===== config.mk =====
export PLATFORM = sky130hd
export DESIGN_NAME = channel_prog_if
export DESIGN_NICKNAME = d
export VERILOG_FILES = /design/src/rtl/channel_prog_if.sv
export SDC_FILE = /design/constraint.sdc
export NUM_CORES = 1
export LEC_CHECK = 0
export CAP_MARGIN = 30
export CORE_MARGIN = 10
export CORE_UTILIZATION = 51
export DETAILED_ROUTE_END_ITERATION = 7
export PLACE_DENSITY = 0.87
export RECOVER_POWER = 50
export SYNTH_ARGS = -nofsm -noshare
export SYNTH_HDL_FRONTEND = slang
export SYNTH_SLANG_ARGS = --single-unit

===== constraint.sdc =====
create_clock -name clk -period 2.35 [get_ports clk]
set_input_delay 0.47 -clock clk [delete_from_list [all_inputs] [get_ports clk]]
set_output_delay 0.47 -clock clk [all_outputs]
set_load 0.02 [all_outputs]

===== src/rtl/channel_prog_if.sv =====
`default_nettype none
// ============================================================================
//  Module      : channel_prog_if
//  Description : Bus-side programming and counter-latch readback interface
//                for one 8253-style timer channel.
//  Revision    : 1.0 - initial release
// ============================================================================
module channel_prog_if #(
    parameter logic [1:0] SEL = 2'd0
) (
    input  logic        clk,
    input  logic        reset,
    input  logic        wr,
    input  logic        rd,
    input  logic [1:0]  addr,
    input  logic [7:0]  din,
    input  logic [15:0] cnt_val,
    output logic [7:0]  dout,
    output logic        rd_valid,
    output logic [15:0] init_val,
    output logic        plmodif,
    output logic        plnif,
    output logic        p1,
    output logic        p2,
    output logic        os,
    output logic        plnact
);

    localparam logic [1:0] c_ADDR_CTRL = 2'b11;
    localparam logic [1:0] c_RL_LATCH  = 2'b00;
    localparam logic [1:0] c_RL_LSB    = 2'b01;
    localparam logic [1:0] c_RL_MSB    = 2'b10;

    logic [1:0]  r_rl;
    logic        r_wr_tog;
    logic        r_rd_tog;
    logic        r_latched;
    logic [15:0] r_lat;
    logic [7:0]  r_lsb_hold;

    logic        w_ctl_wr;
    logic        w_latch_cmd;
    logic        w_mode_wr;
    logic        w_cnt_wr;
    logic        w_rd;
    logic [2:0]  w_mode;
    logic [15:0] w_src;
    logic        w_rd_msb;
    logic        w_rd_last;

    assign w_ctl_wr    = wr && (addr == c_ADDR_CTRL) && (din[7:6] == SEL);
    assign w_latch_cmd = w_ctl_wr && (din[5:4] == c_RL_LATCH);
    // Modes 4..7 are not supported by the channel FSM, so those words are dropped whole.
    assign w_mode_wr   = w_ctl_wr && (din[5:4] != c_RL_LATCH) && !din[3];
    assign w_mode      = din[3:1];
    assign w_cnt_wr    = wr && (addr == SEL);
    // A simultaneous write wins; the read is discarded.
    assign w_rd        = rd && !wr && (addr == SEL);

    assign w_src     = r_latched ? r_lat : cnt_val;
    assign w_rd_msb  = (r_rl == c_RL_MSB) || ((r_rl == 2'b11) && r_rd_tog);
    assign w_rd_last = (r_rl != 2'b11) || r_rd_tog;

    always_ff @(posedge clk) begin
        if (reset) begin
            dout       <= 8'h00;
            rd_valid   <= 1'b0;
            init_val   <= 16'h0000;
            plmodif    <= 1'b0;
            plnif      <= 1'b0;
            p1         <= 1'b0;
            p2         <= 1'b0;
            os         <= 1'b0;
            plnact     <= 1'b1;
            r_rl       <= 2'b11;
            r_wr_tog   <= 1'b0;
            r_rd_tog   <= 1'b0;
            r_latched  <= 1'b0;
            r_lat      <= 16'h0000;
            r_lsb_hold <= 8'h00;
        end else begin
            plmodif  <= 1'b0;
            plnif    <= 1'b0;
            rd_valid <= 1'b0;

            if (w_latch_cmd) begin
                if (!r_latched) begin
                    r_lat     <= cnt_val;
                    r_latched <= 1'b1;
                end
            end else if (w_mode_wr) begin
                // A mode word also aborts any half-written count.
                r_rl      <= din[5:4];
                p1        <= (w_mode == 3'd2);
                p2        <= (w_mode == 3'd3);
                os        <= (w_mode == 3'd1);
                r_wr_tog  <= 1'b0;
                r_rd_tog  <= 1'b0;
                r_latched <= 1'b0;
                plnact    <= 1'b1;
                plmodif   <= 1'b1;
            end else if (w_cnt_wr) begin
                case (r_rl)
                    c_RL_LSB: begin
                        init_val <= {8'h00, din};
                        plnif    <= 1'b1;
                    end
                    c_RL_MSB: begin
                        init_val <= {din, 8'h00};
                        plnif    <= 1'b1;
                    end
                    default: begin
                        if (!r_wr_tog) begin
                            r_lsb_hold <= din;
                            r_wr_tog   <= 1'b1;
                            plnact     <= 1'b0;
                        end else begin
                            init_val <= {din, r_lsb_hold};
                            r_wr_tog <= 1'b0;
                            plnact   <= 1'b1;
                            plnif    <= 1'b1;
                        end
                    end
                endcase
            end else if (w_rd) begin
                dout     <= w_rd_msb ? w_src[15:8] : w_src[7:0];
                rd_valid <= 1'b1;
                if (r_rl == 2'b11) begin
                    r_rd_tog <= !r_rd_tog;
                end
                if (w_rd_last) begin
                    r_latched <= 1'b0;
                end
            end
        end
    end

endmodule
`default_nettype wire


==> flow_summary_export.csv, run 1 <==
group,metric,value,unit
status,outcome,"finished, final reports clean",
worst_hold_path,worstHoldStart,"r_lat[2]$_SDFFE_PP0P_",
global_routing,grt_usage,17.64,%
synthesis,synth_area_leaders,"dfxtp_1 42%, a21oi_1 7.3%, mux2_2 6.3%, nand3_1 4.7%, o21ai_0 4.2%",
timing,whs,0.4714,ns
synthesis,synth_top_area_share,41.96,%
synthesis,async_flop_share,0,%
floorplanning,io_pins,61,
global_routing,overflow,0,
timing,fin_tns_setup,0,ns
timing,tightestPinTransition,0.6750,ns
setup_path,required,2.62,ns
routing,dr.first_iter.drc_count,186,
synthesis,ys_seq_area_share,41.96,%
setup_path,slowest_delay,0.64,ns
routing,wl_per_cell,17.71,um
setup_path,critPathArrivalTime,2.35,ns
floorplanning,fp.dieW,94.92,um
synthesis,synthCells,315,
routing,top_layer,"met4",
clock_network,cts_hold_buffers,0,
global_routing,grt_pass1_vias,2642,
setup_path,crit_path_top_delay_cell,"dlygate4sd3_1",
layout,final_layout_size_suffix_gt1_share,14.78,%
clock_network,max-clock-path-buffers,2,
global_routing,grt_antenna_before_repair,0,
run,drv_cap,0,
place,pre_cts_slack,0.04912,ns
routing,wl_met1,3177,um
power,p_leak,1.416,nW
synthesis,synth_commonest_cells,"60 x dfxtp_1, 42 x a21oi_1, 27 x nand3_1",
synthesis,ys_types,44,
setup_path,crit_path_end_kind,"register",
routing,drt_pass1_iterations,4,
timing,hold_viol,0,
routing,routed_wirelength,7864,um
timing,clock_skew,0.007929,ns
floorplanning,core_area,5473,um2
routing,met2_length,3902,um
timing,slew_viol_final,0,
synthesis,synth_area,2863,um2
setup_path,worstPathMaxFanout,9,
layout,diodes,0,
clock_network,path_clk_slew,0.07,ns
synthesis,synth_seq_cells,60,
clock_network,cts_sinks,60,
place,globalplace.congestion,0.8840,
place,place.port_buffers,60,
clock_network,cts_tree,"built",
layout,nFillCells,470,
synthesis,synth.avg_cell_area,9.088,um2
timing,fin_ws,0.2723,ns
setup_path,crit_chain,"dlygate4sd3_1, or4b_4, or2_0, o21ai_1",
synthesis,synth_warnings,0,
routing,final_antenna_net_count,0,
timing,fin_crit,2.078,ns
setup_path,worst-path-buf-inv,1,
setup_path,ff2ff_setup_slack,0.36,ns
floorplanning,fp.dieArea,9010,um2
global_routing,grt_max_degree,43,
worst_hold_path,hold-path-endpoint,"r_lat[2]$_SDFFE_PP0P_",
timing,max-slew-margin-rel,55.00,%
timing,setup_viol,0,
setup_path,critical_path_class,"in -> reg",
synthesis,synth_top_area_cell,"dfxtp_1",
synthesis,syn_nets,348,
timing,clock.fmax,481.3,MHz
clock_network,htreeDepth,3,
global_routing,grt_pass1_wl,12710,um
layout,utilization,67.40,%
setup_path,reg2reg_to,"r_lsb_hold[0]$_SDFFE_PP0P_",
layout,layout.area.seq,1201,um2
setup_path,path_depth,4,
routing,via_per_inst,6.007,
layout,multi_input_area,1490,um2
setup_path,critPathLaunchType,"input pin",
clock_network,clock_latency,0.34,ns
clock_network,cts_inserted_buffers,9,
power,peakVddDrop,0.3570,mV
routing,vias,2667,
synthesis,synth_edf_count,0,
clock_network,cts_root_buffer,"clkbuf_8",
setup_path,worst_r2r_startpoint,"r_rl[0]$_SDFFE_PP1P_",
synthesis,ys.flop_type,"dfxtp_1",
floorplanning,die_h,94.92,um
layout,area_delta_synth_final,28.85,%
synthesis,synthMostInstantiatedCell,"dfxtp_1",
setup_path,critical_path.top_delay_family,"simple AND/OR/NAND/NOR gates",
place,dp.final_hpwl,5454,um
floorplanning,initial_utilization,52.31,%
routing,wl_met3,676,um
clock_network,cts_resized,0,
timing,timing.final.crit_share,88.41,%
worst_hold_path,hold_path.class,"reg -> reg",
floorplanning,num_rows,27,
timing,rsz0062_at_grt,"no",
layout,final_nets,400,
worst_hold_path,whs_path_depth,2,
power,power,2.231,mW
clock_network,post-cts-setup-buffers,0,
power,power_density,604.9,nW/um2
routing,drc_errors,0,
setup_path,reg2reg_depth,5,
final cells by class:
cell class	count	area share, %
Timing Repair Buffer	72	18.49
Inverter	6	0.6106
Clock buffer	12	4.206
Sequential cell	60	32.56
Multi-Input combinational cell	218	40.40
Clock inverter	4	1.289
Tap cell	72	2.442
routing by layer:
layer  GRT usage (%)  up-vias
met5               0        -
met4           8.978        0
met3           5.393       14
met2           29.18      112
met1           20.17     1271
li1                -     1270
metrics by stage:
stage,cells,area [um2]
finish,444,3689
global route,444,3689
CTS,444,3711
detailed placement,428,3508
global placement,428,3508
floorplan,315,2863
tightest hold or removal path: stages, from the launching register on:
cell     delay [ns]
dfxtp_1        0.31
o21ai_0        0.06
a21oi_1        0.06
flip-flops by register name (all words and copies together) (netlist names):
signal	count
r_rd_tog	1
r_lat	16
os	1
rd_valid	1
dout	8
p1	1
init_val	16
r_latched	1
plnif	1
plnact	1
plmodif	1
r_rl	2
p2	1
r_lsb_hold	8
r_wr_tog	1
worst max-delay path by stage:
stage / to / slack [ns] / from
global route: r_lsb_hold[1]$_SDFFE_PP0P_ / 0.15 / r_rl[0]$_SDFFE_PP1P_
finish: dout[5]$_SDFFE_PP0P_ / 0.27 / wr
floorplan: init_val[7]$_SDFFE_PP0P_ / 0.58 / r_rl[0]$_SDFFE_PP1P_
detailed placement: init_val[1]$_SDFFE_PP0P_ / 0.05 / wr
global placement: r_rd_tog$_SDFFE_PP0P_ / 0.16 / addr[1]
CTS: r_lsb_hold[0]$_SDFFE_PP0P_ / 0.34 / r_rl[0]$_SDFFE_PP1P_
cells by family after synthesis:
family | Yosys count | share of synthesized area [%]
adders and majority gates | 3 | 1.311
DFF | 60 | 41.96
muxes | 27 | 10.14
AOI/OAI and AO/OA | 98 | 19.89
and+or+nand+nor | 90 | 21.15
buffers and inverters | 37 | 5.550
placed cells by master, fill, tap and decap left out, types with 2 or more instances in the layout:
cell	instances
o21ai_0	27
inv_1	4
nand3b_1	9
or3_1	3
nor3_1	10
a21oi_1	42
nand2b_1	4
nand4_1	8
or2_0	2
clkbuf_8	11
o21ai_1	14
dfxtp_1	60
clkdlybuf4s50_1	27
or3b_2	2
nor3b_2	2
ha_1	3
nand4bb_1	2
nand3_1	27
buf_4	11
mux2i_1	11
dlygate4sd3_1	32
or3b_1	2
a221o_1	2
mux2_2	16
a2111oi_0	8
and3b_1	8
clkinv_2	2
clkbuf_1	2
where the power goes:
part,switching (mW),internal [mW]
Clock,0.413,0.544
Sequential,0.0112,1.03
Combinational,0.123,0.107
Total,0.547,1.68
Note: power is estimated with default switching activity, not from simulation.
==> run 2, diff against run 1 <==
- CELL_PAD_IN_SITES_DETAIL_PLACEMENT: unset -> 1
- CELL_PAD_IN_SITES_GLOBAL_PLACEMENT: unset -> 2
- CORE_UTILIZATION: 51 -> 30
- PLACE_DENSITY: 0.87 -> 0.85
==> run 2 against run 1 <==
  * Utilization fell by 26 points
  * Via count is 1.1% higher
  * Flip-flop and latch count did not move
  * Critical endpoint is now init_val[2]$_SDFFE_PP0P_
  * Fmax increased by 0.51%
  * Cell area up 4.0%
  * Global-route usage decreased by 4.1 points
  * Non-clock buffer count grew 6
  * Combinational power is 7% higher
  * Sequential power barely moved
  * Clock power grew 11%
==> flow_summary_export.csv, run 2 (synthesis results as in run 1) <==
group,metric,value,unit
status,outcome,"finished, final reports clean",
routing,vias,2696,
setup_path,worstPathMaxFanout,10,
routing,drc_errors,0,
timing,setup_viol,0,
layout,final_layout_size_suffix_gt1_share,15.61,%
clock_network,cts_root_buffer,"clkbuf_8",
global_routing,grt_pass1_wl,15590,um
setup_path,crit_path_end_kind,"register",
clock_network,post-cts-setup-buffers,0,
clock_network,cts_hold_buffers,0,
timing,rsz0062_at_grt,"no",
layout,final_nets,406,
clock_network,clock_latency,0.35,ns
setup_path,critPathArrivalTime,2.28,ns
clock_network,max-clock-path-buffers,2,
clock_network,path_clk_slew,0.07,ns
timing,tightestPinTransition,0.7114,ns
worst_hold_path,hold_path.class,"reg -> reg",
global_routing,overflow,0,
place,dp.final_hpwl,6576,um
layout,area_delta_synth_final,34.00,%
clock_network,cts_inserted_buffers,9,
setup_path,slowest_delay,0.66,ns
power,p_leak,1.419,nW
setup_path,crit_path_top_delay_cell,"dlygate4sd3_1",
global_routing,grt_max_degree,36,
clock_network,htreeDepth,3,
timing,fin_crit,2.067,ns
setup_path,critical_path.top_delay_family,"buffers and inverters",
clock_network,cts_sinks,60,
run,drv_cap,0,
place,globalplace.congestion,0.7593,
setup_path,critical_path_class,"in -> reg",
timing,max-slew-margin-rel,52.57,%
global_routing,grt_antenna_before_repair,0,
layout,final_common_cell,"dfxtp_1",
clock_network,cts_resized,0,
routing,wl_per_cell,18.79,um
routing,dr.first_iter.drc_count,81,
floorplanning,core_area,9284,um2
global_routing,grt_pass1_vias,2929,
routing,final_antenna_net_count,0,
floorplanning,num_rows,35,
floorplanning,fp.dieArea,13850,um2
layout,layout.area.seq,1201,um2
layout,diodes,0,
setup_path,crit_chain,"dlygate4sd3_1, or3b_1, a2111oi_0, nor3_1",
setup_path,critPathLaunchType,"input pin",
global_routing,grt_usage,13.56,%
routing,drt_pass1_iterations,4,
place,place.port_buffers,60,
floorplanning,io_pins,61,
floorplanning,fp.dieW,117.7,um
setup_path,worst-path-buf-inv,1,
routing,routed_wirelength,9528,um
timing,fin_tns_setup,0,ns
floorplanning,initial_utilization,30.84,%
timing,clock.fmax,483.8,MHz
power,power_density,612.1,nW/um2
clock_network,cts_tree,"built",
timing,hold_viol,0,
timing,timing.final.crit_share,87.96,%
place,dp.cells,491,
layout,fin_cells,507,
setup_path,required,2.56,ns
floorplanning,die_h,117.7,um
power,peakVddDrop,0.3278,mV
timing,slew_viol_final,0,
timing,clock_skew,0.009255,ns
routing,via_per_inst,5.318,
layout,multi_input_area,1496,um2
layout,reg_top3,"init_val (16), r_lat (16)",
layout,final_cell_mix,"60 x dfxtp_1, 42 x a21oi_1, 36 x clkdlybuf4s50_1, 27 x nand3_1, 24 x o21ai_0",
layout,nFillCells,1100,
run 2: cell types whose count changed in the layout (fill, tap and decap cells not counted), moves of 3 or more:
cell,previous run,this run
clkdlybuf4s50_1,27,36
o21ai_0,27,24
dlygate4sd3_1,32,23
buf_4,11,15
o21ai_1,14,17
run 2: final cells by class:
cell class              count  area share, %
inverters                   6         0.5871
well taps                 129          4.207
flip-flops and latches     60          31.31
clock inverters             4          1.892
multi-input cells         218          39.01
repair buffers             78          19.21
clock buffers              12          3.783
run 2: per-stage QoR:
step           util, %  cell area [um2]  hold WS [ns]  setup slack, ns  total power, mW
3_5_place_dp     39.18             3637        0.4668          0.03919            1.320
5_1_grt          41.32             3836        0.4957           0.1040            2.440
3_3_place_gp     39.18             3637        0.4525          0.07890            1.314
2_1_floorplan        -             2863        0.4460           0.5811            1.190
6_report         41.32             3836        0.4743           0.2829            2.348
4_1_cts          41.52             3855        0.4770           0.3742            2.373
run 2: worst min-delay path: stages (launching register included):
cell,delay [ns]
dfxtp_1,0.31
nand2b_1,0.06
mux2i_1,0.06
run 2: worst paths after layout:
path                         from                  endpoint  slack [ns]  depth (start not counted)
max reg2reg  r_rl[0]$_SDFFE_PP1P_  init_val[1]$_SDFFE_PP0P_        0.44                          6
min reg2reg       p2$_SDFFE_PP0P_           p2$_SDFFE_PP0P_        0.47                          2
min               p2$_SDFFE_PP0P_           p2$_SDFFE_PP0P_        0.47                          2
max                            wr  init_val[2]$_SDFFE_PP0P_        0.28                          4
run 2: report_power, final:
group          internal (mW)  switching [mW]
sequential              1.03          0.0125
clock                  0.625           0.431
combinational          0.114           0.133
run 2: routing by layer:
layer  part of all wire, %  vias up  global-route usage, %
li1                      -     1280                      -
met1                    45     1331                  16.25
met2                    48       66                  22.62
met3                   4.6       19                  3.453
met4                   2.0        0                  5.255
met5                     0        -                      0
